==> config.mk <==
export PLATFORM = sky130hd
export DESIGN_NAME = ext_pipe
export DESIGN_NICKNAME = d
export VERILOG_FILES = /design/src/rtl/ext_pkg.sv /design/src/rtl/ext_core.sv /design/src/rtl/ext_pipe.sv
export SDC_FILE = /design/constraint.sdc
export NUM_CORES = 1
export LEC_CHECK = 0
export CAP_MARGIN = 20
export CORE_MARGIN = 2
export CORE_UTILIZATION = 53
export DETAILED_ROUTE_END_ITERATION = 7
export PLACE_DENSITY = 0.81
export SLEW_MARGIN = 20
export SYNTH_ARGS = -nofsm -noshare
export SYNTH_HDL_FRONTEND = slang
export SYNTH_HIERARCHICAL = 1
export SYNTH_SLANG_ARGS = --single-unit
==> constraint.sdc <==
create_clock -name clk -period 2.33 [get_ports clk]
set_clock_uncertainty 0.05 [all_clocks]
set_input_delay 0.466 -clock clk [delete_from_list [all_inputs] [get_ports clk]]
set_output_delay 0.466 -clock clk [all_outputs]
set_load 0.01 [all_outputs]
==> src/rtl/ext_pkg.sv <==
// Shared definitions for the decode-stage immediate extender.
// Mode encodings and the 3-bit mode type used by ext_core and ext_pipe.
package ext_pkg;

    typedef logic [2:0] ext_op_t;

    localparam ext_op_t EXT_ZERO   = 3'b000;
    localparam ext_op_t EXT_UPPER  = 3'b001;
    localparam ext_op_t EXT_SIGN   = 3'b010;
    localparam ext_op_t EXT_BRANCH = 3'b011;

    // Any code with the top bit set is reserved.
    function automatic logic ext_op_illegal(input ext_op_t op);
        return op[2];
    endfunction

endpackage

==> src/rtl/ext_core.sv <==
// Combinational immediate extension: zero, upper, sign and branch modes.
// Illegal mode codes produce a zero value with err set.
module ext_core
    import ext_pkg::*;
#(
    parameter int IMM_W    = 16,
    parameter int DATA_W   = 32,
    parameter int BR_SHIFT = 2
) (
    input  logic [IMM_W-1:0]  imm,
    input  ext_op_t           op,
    output logic [DATA_W-1:0] value,
    output logic              err
);

    logic [DATA_W-1:0] zext;
    logic [DATA_W-1:0] sext;

    always_comb begin
        zext              = '0;
        zext[IMM_W-1:0]   = imm;
        sext              = {DATA_W{imm[IMM_W-1]}};
        sext[IMM_W-1:0]   = imm;
    end

    always_comb begin
        value = '0;
        err   = 1'b0;
        if (ext_op_illegal(op)) begin
            err = 1'b1;
        end else begin
            case (op)
                EXT_ZERO:   value = zext;
                EXT_UPPER:  value = zext << (DATA_W - IMM_W);
                EXT_SIGN:   value = sext;
                EXT_BRANCH: value = sext << BR_SHIFT;
                default:    value = '0;
            endcase
        end
    end

endmodule

==> src/rtl/ext_pipe.sv <==
// Pipelined immediate extender: ext_core feeding a main output register
// backed by a one-entry skid register, plus a saturating illegal-op counter.
module ext_pipe
    import ext_pkg::*;
#(
    parameter int IMM_W    = 16,
    parameter int DATA_W   = 32,
    parameter int BR_SHIFT = 2,
    parameter int TAG_W    = 5,
    parameter int CNT_W    = 8
) (
    input  logic              clk,
    input  logic              rst_n,
    input  logic              flush,
    input  logic              in_valid,
    output logic              in_ready,
    input  logic [IMM_W-1:0]  in_imm,
    input  logic [2:0]        in_op,
    input  logic [TAG_W-1:0]  in_tag,
    output logic              out_valid,
    input  logic              out_ready,
    output logic [DATA_W-1:0] out_imm,
    output logic [TAG_W-1:0]  out_tag,
    output logic              out_err,
    output logic [CNT_W-1:0]  err_cnt
);

    logic [DATA_W-1:0] ext_value;
    logic              ext_err;

    logic              main_valid_q, main_valid_d;
    logic [DATA_W-1:0] main_imm_q,   main_imm_d;
    logic [TAG_W-1:0]  main_tag_q,   main_tag_d;
    logic              main_err_q,   main_err_d;

    logic              skid_valid_q, skid_valid_d;
    logic [DATA_W-1:0] skid_imm_q,   skid_imm_d;
    logic [TAG_W-1:0]  skid_tag_q,   skid_tag_d;
    logic              skid_err_q,   skid_err_d;

    logic [CNT_W-1:0]  err_cnt_q,    err_cnt_d;

    logic              accept;
    logic              pop;

    ext_core #(
        .IMM_W    (IMM_W),
        .DATA_W   (DATA_W),
        .BR_SHIFT (BR_SHIFT)
    ) u_core (
        .imm   (in_imm),
        .op    (in_op),
        .value (ext_value),
        .err   (ext_err)
    );

    // in_ready depends only on registered state, never on out_ready.
    assign in_ready = !skid_valid_q;
    assign accept   = in_valid && in_ready;
    assign pop      = main_valid_q && out_ready;

    always_comb begin
        main_valid_d = main_valid_q;
        main_imm_d   = main_imm_q;
        main_tag_d   = main_tag_q;
        main_err_d   = main_err_q;
        skid_valid_d = skid_valid_q;
        skid_imm_d   = skid_imm_q;
        skid_tag_d   = skid_tag_q;
        skid_err_d   = skid_err_q;

        if (flush) begin
            main_valid_d = 1'b0;
            skid_valid_d = 1'b0;
        end else begin
            // An accept implies the skid is empty, so the skid-drain and accept paths never overlap.
            if (pop) begin
                if (skid_valid_q) begin
                    main_valid_d = 1'b1;
                    main_imm_d   = skid_imm_q;
                    main_tag_d   = skid_tag_q;
                    main_err_d   = skid_err_q;
                    skid_valid_d = 1'b0;
                end else if (!accept) begin
                    main_valid_d = 1'b0;
                end
            end

            if (accept) begin
                if (!main_valid_q || out_ready) begin
                    main_valid_d = 1'b1;
                    main_imm_d   = ext_value;
                    main_tag_d   = in_tag;
                    main_err_d   = ext_err;
                end else begin
                    skid_valid_d = 1'b1;
                    skid_imm_d   = ext_value;
                    skid_tag_d   = in_tag;
                    skid_err_d   = ext_err;
                end
            end
        end
    end

    always_comb begin
        err_cnt_d = err_cnt_q;
        if (!flush && accept && ext_err && (err_cnt_q != {CNT_W{1'b1}})) begin
            err_cnt_d = err_cnt_q + 1'b1;
        end
    end

    always_ff @(posedge clk or negedge rst_n) begin
        if (!rst_n) begin
            main_valid_q <= 1'b0;
            main_imm_q   <= '0;
            main_tag_q   <= '0;
            main_err_q   <= 1'b0;
            skid_valid_q <= 1'b0;
            skid_imm_q   <= '0;
            skid_tag_q   <= '0;
            skid_err_q   <= 1'b0;
            err_cnt_q    <= '0;
        end else begin
            main_valid_q <= main_valid_d;
            main_imm_q   <= main_imm_d;
            main_tag_q   <= main_tag_d;
            main_err_q   <= main_err_d;
            skid_valid_q <= skid_valid_d;
            skid_imm_q   <= skid_imm_d;
            skid_tag_q   <= skid_tag_d;
            skid_err_q   <= skid_err_d;
            err_cnt_q    <= err_cnt_d;
        end
    end

    assign out_valid = main_valid_q;
    assign out_imm   = main_imm_q;
    assign out_tag   = main_tag_q;
    assign out_err   = main_err_q;
    assign err_cnt   = err_cnt_q;

endmodule

==> impl_summary.log, run 1 <==
[metrics] slew at the pin closest to its max-slew limit: 434 ps
[metrics] share of flip-flops with an asynchronous set or reset after synthesis: 100%
[metrics] Clk pin slew, worst setup/hold paths: 90 ps
[metrics] floorplan row count: 32
[metrics] post-synthesis instance area: 4240 µm²
[metrics] cell with the largest stage delay on the worst path: sky130_fd_sc_hd__clkdlybuf4s50_1
[metrics] met2 routing resource usage after global routing: 37.0%
[metrics] most used flip-flop cell after synthesis: sky130_fd_sc_hd__dfrtp_1
[metrics] kind of critical path: reg -> out
[metrics] die height: 93.4 µm
[metrics] count of TritonRoute iterations in the first routing pass: 5
[metrics] total track usage: 23.2%
[metrics] MaxCap Viol Count: 0
[metrics] share of Yosys cell area claimed by the top area cell type: 50.8%
[metrics] Gates resized, CTS repair: 0
[metrics] half-perimeter wire length after detailed placement: 6280 µm
[metrics] internal power summed over all cells: 3.21 mW
[metrics] Synth area leader: sky130_fd_sc_hd__dfrtp_1
[metrics] leading post-synthesis cells by cell area: sky130_fd_sc_hd__dfrtp_1 51%, sky130_fd_sc_hd__o22a_1 16%, sky130_fd_sc_hd__mux2_4 7.1%
[metrics] Yosys warning total: 6
[metrics] IO Pins: 77
[metrics] clock tree from TritonCTS: yes
[metrics] average cell area after synthesis: 12.0 µm²
[metrics] clock share of power: 29.4%
[metrics] critical-path maximum fanout: 9
[metrics] share of layout cells above drive strength 1: 17.6%
[metrics] total count of max-transition violations in the final report: 0
[metrics] number of instances in the synthesized netlist: 354
[metrics] final RePlAce weighted congestion: 0.838
[metrics] global route hottest layer: met2
[metrics] 1st-iter DRT viols: 231
[metrics] synthesis-to-finish area growth: 27.0%
[metrics] Combinational Power Share: 25.5%
[metrics] part of the power in registers: 45.1%
[metrics] maximum number of pins on one net before global-route repair: 71
[metrics] grt met1 use: 31.8%
[metrics] commonest non-fill, non-tap cell in the layout: sky130_fd_sc_hd__dfrtp_1
[metrics] vias after detailed routing: 3144
[metrics] GRT met3 Usage: 3.71%
[metrics] period utilization: 84.5%
[metrics] most frequent cells in the layout: 86 x sky130_fd_sc_hd__dfrtp_1, 76 x sky130_fd_sc_hd__o22a_1, 75 x sky130_fd_sc_hd__clkdlybuf4s50_1, 36 x sky130_fd_sc_hd__a21oi_1, 21 x sky130_fd_sc_hd__mux2_2
[metrics] number of port buffers: 76
[metrics] number of vias per cell: 5.97
[metrics] maximum cell stage delay along the critical path: 590 ps
[metrics] sum of buffers and inverters on the critical path: 1
[metrics] via count of the first global-routing pass: 3190
[metrics] worst hold-check path type: in -> async
[metrics] switching power as a share of total power: 26.9%
[metrics] source-to-sink clock delay at the later pin of the worst-skew pair: 350 ps
[metrics] power density relative to cell area: 817 nW/µm²
[metrics] #FFs+latches synth: 86
[metrics] net switching power of the design: 1.18 mW
[metrics] reported leakage power: 2.28 nW
[metrics] overall routed net length: 9580 µm
[metrics] global-route wire length before repair: 15800 µm
[metrics] NumNets Final: 450
[metrics] post-CTS setup buffer count: 0
[metrics] total negative slack: 0 ps
[metrics] Fill cells: 552
[metrics] normalized max-slew margin: 71.0%
[metrics] unrepaired setup endpoints after global routing: no
[metrics] setup violation total in the final timing report: 0
[metrics] list of cells traversed by the critical path: clkdlybuf4s50_1
[metrics] die area: 8730 µm²
[metrics] peak supply drop: 0.000626 V
[metrics] element type at the critical path start: register
[metrics] type of element capturing the critical path: output pin
[metrics] H-tree lvl count: 3
[metrics] status: completed
[metrics] total clock buffers created by CTS: 9
[metrics] post-detailed-route DRC marker count: 0
[metrics] final critical-path required period: 1970 ps
[metrics] WL/cell: 18.2 µm
[metrics] Crit path max-delay family: buffers and inverters
[metrics] final count of hold timing violations: 0
[metrics] starting utilization of the core area: 54.9%
[metrics] total gr overflow: 0
[metrics] Layout Cell Area excl Fill: 5390 µm²
[metrics] register area share after synthesis: 50.8%
[metrics] Arr. time, crit path: 1450 ps
[metrics] data required time at the worst endpoint: 1810 ps
[metrics] Crit Reg-Reg Startpoint: skid_valid_q
[metrics] initial antenna violation count: 0
[metrics] Final Power: 4.40 mW
[metrics] Max Clk Rate: 508 MHz
[metrics] placed standard-cell area: 5120 µm²
[metrics] count of unique library cells instantiated by Yosys: 32
[metrics] clk root buf: sky130_fd_sc_hd__clkbuf_8
[metrics] Die X-Extent: 93.4 µm
[metrics] antenna-violating nets left: 0
[metrics] start point of the critical path: err_cnt[2]
[metrics] antenna diode count: 0
[metrics] Final Util: 69.7%
[metrics] syn nets: 384
[metrics] Bufs on Longest Clock Path: 2
[metrics] core area: 7730 µm²
[metrics] clk sink count: 86
[metrics] number of synthesized flops with an enable pin: 0
metal layers:
metal	share of wire, %	up-vias
li1	-	1471
met5	0	-
met4	1.7	0
met3	4.7	17
met2	49	94
met1	45	1562
power by group through the flow:
stage | combinational (mW) | clock [mW] | sequential [mW]
after global placement | 1.10 | 0 | 1.99
after global routing | 1.21 | 1.38 | 2.02
final | 1.12 | 1.29 | 1.98
after detailed placement | 1.12 | 0 | 2.00
after floorplan | 0.520 | 0 | 2.04
after CTS | 1.13 | 1.31 | 1.98
Yosys cell counts, drive strengths merged, types with 2 or more instances:
cell	number
dfrtp	86
o22a	76
mux2	41
a21oi	37
buf	18
clkbuf	17
nand2b	16
nand3	16
nand3b	14
nand2	6
nand4	4
nor3b	4
a211oi	2
inv	2
nor2	2
xnor2	2
logic make-up after synthesis:
kind of cell	share of synthesized area, %
AO/OA/AOI/OAI	20.9
flip-flops	50.8
AND/OR/NAND/NOR	10.0
multiplexers	12.9
buffers and inverters	4.46
XOR/XNOR	0.620
adder cells (fa/ha/maj)	0.295
state kept, by name (all words and copies together) (netlist names):
| name | flops |
|---|---|
| err_cnt | 8 |
| out_err | 1 |
| out_imm | 32 |
| out_tag | 5 |
| out_valid | 1 |
| skid_err_q | 1 |
| skid_imm_q | 32 |
| skid_tag_q | 5 |
| skid_valid_q | 1 |
layout make-up:
cell class,instances,area (µm²),share of cell area (%)
multi-input combinational,231,1900,35.3
clock inverter,6,118,2.18
inverter,2,7.51,0.139
tap,102,128,2.37
clock buffer,10,138,2.56
timing repair buffer,90,941,17.5
sequential,86,2150,40.0
per-stage QoR:
stage | hold slack [ps] | worst slack (ps) | std cells
3_3_place_gp | 301 | 69.1 | 510
5_1_grt | 473 | 302 | 527
4_1_cts | 448 | 347 | 527
6_report | 458 | 361 | 527
3_5_place_dp | 299 | 49.0 | 510
2_1_floorplan | 120 | 450 | 354
repair_timing:
| item | 4_1_cts | 5_1_grt |
|---|---|---|
| hold endpoints to repair | 16 | 0 |
| setup endpoints to repair | 0 | 0 |
| hold buffers | 1 | 0 |
worst paths after layout:
path	depth (start not counted)	to	slack, ps
setup reg to reg	4	skid_imm_q[4]	520
hold reg to reg	1	out_imm[10]	460
setup / recovery	1	err_cnt[2]	360
max in group asynchronous	3	skid_imm_q[12]	1140
hold / removal	2	err_cnt[2]	460
min in group clk	1	out_imm[10]	460
No activity file was read; power rests on OpenSTA's default activity.
==> inputs of run 2 (changes only) <==
- clock period: 2.33 -> 1.9 ns (I/O delays scaled with it)
==> run 2 against run 1 <==
Cell count grew 0.76%. Register-to-register slack lost 340 ps. Design area grew 0.81%. Highest routed layer unchanged. Global-route usage shrank 0.29 points. Combinational power grew 23%. Critical endpoint is now skid_imm_q[8].
==> impl_summary.log, run 2 (synthesis results as in run 1) <==
[metrics] status: completed
[metrics] Crit Reg-Reg Endpoint: skid_imm_q[8]
[metrics] starting utilization of the core area: 54.9% (unchanged)
[metrics] initial antenna violation count: 0 (unchanged)
[metrics] floorplan row count: 32 (unchanged)
[metrics] clk sink count: 86 (unchanged)
[metrics] global-route wire length before repair: 15600 µm (-1.5%)
[metrics] H-tree lvl count: 3 (unchanged)
[metrics] normalized max-slew margin: 72.6% (+1.6 points)
[metrics] clock tree from TritonCTS: yes
[metrics] power density relative to cell area: 996 nW/µm² (+22%)
[metrics] critical-path maximum fanout: 20 (+11)
[metrics] setup slack, reg-to-reg: 180 ps (-340 ps)
[metrics] Max Clk Rate: 543 MHz
[metrics] reported leakage power: 2.30 nW (+0.97%)
[metrics] final critical-path required period: 1840 ps
[metrics] Clk pin slew, worst setup/hold paths: 90 ps (about the same)
[metrics] core area: 7730 µm² (unchanged)
[metrics] via count of the first global-routing pass: 3141 (-1.5%)
[metrics] MaxCap Viol Count: 0 (unchanged)
[metrics] total track usage: 22.9% (-0.29 points)
[metrics] number of port buffers: 76 (unchanged)
[metrics] Bufs on Longest Clock Path: 2 (unchanged)
[metrics] placement-stage worst setup slack: -311 ps (-360 ps)
[metrics] data required time at the worst endpoint: 2090 ps (+280 ps)
[metrics] peak supply drop: 0.000592 V (-5.4%)
[metrics] slew at the pin closest to its max-slew limit: 411 ps (-22.7 ps)
[metrics] final RePlAce weighted congestion: 0.809 (-3.6%)
[metrics] total gr overflow: 0 (unchanged)
[metrics] total negative slack: 0 ps (unchanged)
[metrics] source-to-sink clock delay at the later pin of the worst-skew pair: 350 ps (about the same)
[metrics] kind of critical path: in -> reg
[metrics] post-CTS setup buffer count: 0 (unchanged)
[metrics] clk root buf: sky130_fd_sc_hd__clkbuf_8
[metrics] type of element capturing the critical path: register
[metrics] die area: 8730 µm² (unchanged)
[metrics] maximum number of pins on one net before global-route repair: 48 (-32%)
[metrics] Arr. time, crit path: 2030 ps (+580 ps)
[metrics] Final Power: 5.41 mW (+23%)
[metrics] die height: 93.4 µm (unchanged)
[metrics] Crit Reg-Reg Startpoint: skid_valid_q
[metrics] most frequent cells in the layout: 84 x sky130_fd_sc_hd__dfrtp_1, 76 x sky130_fd_sc_hd__o22a_1, 74 x sky130_fd_sc_hd__clkdlybuf4s50_1, 36 x sky130_fd_sc_hd__a21oi_1, 21 x sky130_fd_sc_hd__mux2_2
[metrics] path depth of the worst reg2reg path: 4 (unchanged)
[metrics] half-perimeter wire length after detailed placement: 6420 µm (+2.3%)
[metrics] antenna-violating nets left: 0 (unchanged)
[metrics] commonest non-fill, non-tap cell in the layout: sky130_fd_sc_hd__dfrtp_1
[metrics] tightest hold margin: 437 ps (-20.5 ps)
[metrics] element type at the critical path start: primary input
[metrics] setup violation total in the final timing report: 0 (unchanged)
[metrics] overall routed net length: 9590 µm (+0.14%)
[metrics] setup ws final: 58.0 ps (-303 ps)
[metrics] Die X-Extent: 93.4 µm (unchanged)
[metrics] share of layout cells above drive strength 1: 18.9% (+1.2 points)
[metrics] vias after detailed routing: 3138 (-0.19%)
[metrics] antenna diode count: 0 (unchanged)
[metrics] total count of max-transition violations in the final report: 0 (unchanged)
[metrics] total clock buffers created by CTS: 9 (unchanged)
[metrics] synthesis-to-finish area growth: 28.1%
[metrics] worst hold-check path type: in -> async
[metrics] number of vias per cell: 5.91 (-0.94%)
[metrics] period utilization: 96.9%
[metrics] final count of hold timing violations: 0 (unchanged)
[metrics] unrepaired setup endpoints after global routing: no
[metrics] 1st-iter DRT viols: 246 (+6.5%)
[metrics] post-detailed-route DRC marker count: 0 (unchanged)
[metrics] WL/cell: 18.1 µm (-0.62%)
[metrics] IO Pins: 77 (unchanged)
[metrics] NumNets Final: 454 (+0.89%)
[metrics] count of TritonRoute iterations in the first routing pass: 5 (unchanged)
run 2: changes by cell type in the layout (fill, tap and decap cells not counted):
| cell | change |
|---|---|
| sky130_fd_sc_hd__dfrtp_1 | -2 |
| sky130_fd_sc_hd__clkdlybuf4s50_1 | -1 |
| sky130_fd_sc_hd__buf_4 | +3 |
| sky130_fd_sc_hd__buf_12 | +1 |
| sky130_fd_sc_hd__dfrtp_2 | +2 |
| sky130_fd_sc_hd__dlygate4sd2_1 | +1 |
run 2: how the worst max path moves through the flow:
stage | from | end | slack (ps) | depth (start not counted)
final | in_valid | skid_imm_q[8] | 60 | 5
after global routing | out_valid | out_valid | 20 | 1
after CTS | err_cnt[2] | err_cnt[2] | 20 | 1
after detailed placement | in_valid | skid_imm_q[14] | -310 | 5
after global placement | in_valid | skid_imm_q[8] | -280 | 5
after floorplan | flush | skid_imm_q[10] | 110 | 5
run 2: per-layer routing:
metal	track usage (%)	vias to the layer above	part of all wire, %
met5	0	-	0
met4	7.97	0	0.84
met3	3.95	8	3.3
met2	36.0	76	49
met1	32.2	1581	47
li1	-	1473	-
run 2: power breakdown:
group          leakage (nW)  internal (mW)  switching, mW  total (mW)
clock                 0.125          0.921          0.673        1.59
sequential             1.07           2.18          0.246        2.43
combinational          1.11          0.844          0.538        1.38
total                  2.30           3.95           1.46        5.41
run 2: stage by stage:
stage / utilization (%) / std cells / instance area (µm²)
after floorplan: - / 354 / 4240
after global routing: 70.3 / 531 / 5430
after CTS: 70.2 / 531 / 5430
after detailed placement: 66.8 / 514 / 5160
after global placement: 66.8 / 514 / 5160
final: 70.3 / 531 / 5430
run 2: cell type report:
class / count / area (µm²)
Multi-Input combinational cell: 231 / 1900
Clock buffer: 10 / 138
Inverter: 2 / 7.51
Fill cell: 561 / 2300
Sequential cell: 86 / 2150
Tap cell: 102 / 128
Timing Repair Buffer: 94 / 982
Clock inverter: 6 / 118
run 2: timing repair:
item                                    CTS  global route
hold buffers                              1             0
gates resized for setup                   1             2
endpoints found under the hold margin    26             0
endpoints found under the setup margin    1             2
gates cloned                              0             0
run 2: critical path, stage by stage:
cell and delay [ps]:
sky130_fd_sc_hd__clkdlybuf4s50_1 550, sky130_fd_sc_hd__nand2b_4 70, sky130_fd_sc_hd__or4b_4 520, sky130_fd_sc_hd__buf_12 190, sky130_fd_sc_hd__mux2_4 300
==> inputs of run 3 (changes only) <==
==> constraint.sdc (replaced) <==
create_clock -name clk -period 1.9 [get_ports clk]
set_clock_uncertainty 0.05 [all_clocks]
set_input_delay 0.57 -clock clk [delete_from_list [all_inputs] [get_ports clk]]
set_output_delay 0.57 -clock clk [all_outputs]
set_load 0.01 [all_outputs]
==> run 3 against run 2 <==
Cell count grew 3.6%. Combinational power grew 3%. Power down 7.7%. Largest cell class unchanged. Largest power group unchanged. Non-clock buffer count grew 19.
==> impl_summary.log, run 3 (synthesis results as in run 1) <==
[metrics] status: completed
[metrics] data required time at the worst endpoint: 1280 ps (-810 ps)
[metrics] via count of the first global-routing pass: 3315 (+5.5%)
[metrics] most frequent cells in the layout: 83 x sky130_fd_sc_hd__dfrtp_1, 76 x sky130_fd_sc_hd__o22a_1, 36 x sky130_fd_sc_hd__a21oi_1, 29 x sky130_fd_sc_hd__buf_4, 27 x sky130_fd_sc_hd__dlygate4sd2_1
[metrics] global-route wire length before repair: 16400 µm (+5.1%)
[metrics] # placed instances: 528 (+2.7%)
[metrics] final critical-path required period: 1840 ps (-0.394 ps)
[metrics] GRT met3 Usage: 5.08% (+1.1 points)
[metrics] kind of critical path: reg -> out
[metrics] clk sink count: 86 (unchanged)
[metrics] WL/cell: 18.2 µm (+0.69%)
[metrics] element type at the critical path start: register
[metrics] Max Clk Rate: 543 MHz (about the same)
[metrics] period utilization: 96.9% (about the same)
[metrics] number of port buffers: 76 (unchanged)
[metrics] H-tree lvl count: 3 (unchanged)
[metrics] total count of max-transition violations in the final report: 0 (unchanged)
[metrics] Hold-fix buffers, CTS: 0 (-1)
[metrics] type of element capturing the critical path: output pin
[metrics] final count of hold timing violations: 0 (unchanged)
[metrics] starting utilization of the core area: 54.9% (unchanged)
[metrics] Clk pin slew, worst setup/hold paths: 90 ps (about the same)
[metrics] peak supply drop: 0.000743 V (+25%)
[metrics] list of cells traversed by the critical path: buf_4, inv_1, dlygate4sd2_1
[metrics] 1st-iter DRT viols: 156 (-37%)
[metrics] core area: 7730 µm² (unchanged)
[metrics] IO Pins: 77 (unchanged)
[metrics] commonest non-fill, non-tap cell in the layout: sky130_fd_sc_hd__dfrtp_1
[metrics] antenna diode count: 0 (unchanged)
[metrics] clock tree from TritonCTS: yes
[metrics] post-detailed-route DRC marker count: 0 (unchanged)
[metrics] tightest hold margin: 51.3 ps (-386 ps)
[metrics] grt met1 use: 31.7% (-0.48 points)
[metrics] number of vias per cell: 5.85 (-1.0%)
[metrics] vias after detailed routing: 3217 (+2.5%)
[metrics] total gr overflow: 0 (unchanged)
[metrics] critical-path maximum fanout: 5 (-75%)
[metrics] placement-stage worst setup slack: -504 ps (-193 ps)
[metrics] Die X-Extent: 93.4 µm (unchanged)
[metrics] Arr. time, crit path: 1220 ps (-810 ps)
[metrics] synthesis-to-finish area growth: 31.1%
[metrics] global route hottest layer: met2
[metrics] reported leakage power: 2.63 nW (+14%)
[metrics] final RePlAce weighted congestion: 0.843 (+4.3%)
[metrics] sum of buffers and inverters on the critical path: 3 (+1)
[metrics] normalized max-slew margin: 76.6% (+4.0 points)
[metrics] share of layout cells above drive strength 1: 22.8% (+3.9 points)
[metrics] slew at the pin closest to its max-slew limit: 352 ps (-59.4 ps)
[metrics] Bufs on Longest Clock Path: 2 (unchanged)
[metrics] power density relative to cell area: 898 nW/µm² (-9.8%)
[metrics] setup violation total in the final timing report: 0 (unchanged)
[metrics] clk root buf: sky130_fd_sc_hd__clkbuf_8
[metrics] count of TritonRoute iterations in the first routing pass: 5 (unchanged)
[metrics] overall routed net length: 10000 µm (+4.3%)
[metrics] met2 routing resource usage after global routing: 39.1% (+3.1 points)
[metrics] total negative slack: 0 ps (unchanged)
[metrics] floorplan row count: 32 (unchanged)
[metrics] source-to-sink clock delay at the later pin of the worst-skew pair: 370 ps (+20 ps)
[metrics] maximum cell stage delay along the critical path: 400 ps (-150 ps)
[metrics] total track usage: 24.1% (+1.2 points)
[metrics] Crit path max-delay family: buffers and inverters
[metrics] die area: 8730 µm² (unchanged)
[metrics] die height: 93.4 µm (unchanged)
[metrics] cell with the largest stage delay on the worst path: sky130_fd_sc_hd__dfrtp_1
[metrics] NumNets Final: 473 (+4.2%)
[metrics] MaxCap Viol Count: 0 (unchanged)
[metrics] worst hold-check path type: in -> async
[metrics] setup ws final: 58.4 ps (+0.394 ps)
[metrics] maximum number of pins on one net before global-route repair: 48 (unchanged)
[metrics] Fill cells: 536 (-4.5%)
[metrics] total clock buffers created by CTS: 9 (unchanged)
[metrics] final non-filler cell total: 550 (+3.6%)
[metrics] antenna-violating nets left: 0 (unchanged)
[metrics] unrepaired setup endpoints after global routing: no
[metrics] half-perimeter wire length after detailed placement: 6870 µm (+7.0%)
[metrics] initial antenna violation count: 0 (unchanged)
[run 3: metal layers]
| layer | up-vias | routed length [µm] |
|---|---|---|
| li1 | 1512 | - |
| met1 | 1592 | 4340 |
| met4 | 0 | 247 |
| met5 | - | 0 |
| met3 | 23 | 524 |
| met2 | 90 | 4900 |
[run 3: per-stage QoR]
step	power [mW]	utilization (%)	instance area, µm²
floorplan	3.14	-	4260
global placement	3.85	68.6	5300
detailed placement	3.90	68.6	5300
CTS	5.06	71.1	5500
global route	5.25	71.9	5560
finish	4.99	71.9	5560
[run 3: timing repair]
item	CTS	global route
pin swaps	1	0
setup buffers	6	0
setup endpoints to repair	100	55
gates resized for setup	30	24
[run 3: where the power goes]
part           internal, mW  switching, mW
clock                 0.487          0.705
combinational         0.810          0.606
sequential             2.18          0.199
total                  3.48           1.51
[run 3: final cells by class]
| cell class | count | area (µm²) | area share, % |
|---|---|---|---|
| inverters | 2 | 7.51 | 0.135 |
| well taps | 102 | 128 | 2.30 |
| clock buffers | 9 | 124 | 2.23 |
| multi-input cells | 231 | 1910 | 34.4 |
| clock inverters | 7 | 57.6 | 1.04 |
| repair buffers | 113 | 1170 | 21.1 |
| flip-flops and latches | 86 | 2160 | 38.8 |
[run 3: final timing paths]
path / startpoint / endpoint / slack (ps) / cells past startpoint
max in group asynchronous: rst_n / out_imm[5] / 1250 / 2
setup / recovery: skid_valid_q / in_ready / 60 / 3
min in group clk: out_ready / skid_valid_q / 450 / 2
hold / removal: rst_n / skid_imm_q[13] / 50 / 1
hold reg to reg: out_imm[2] / out_imm[2] / 460 / 1
setup reg to reg: skid_valid_q / skid_imm_q[14] / 120 / 4
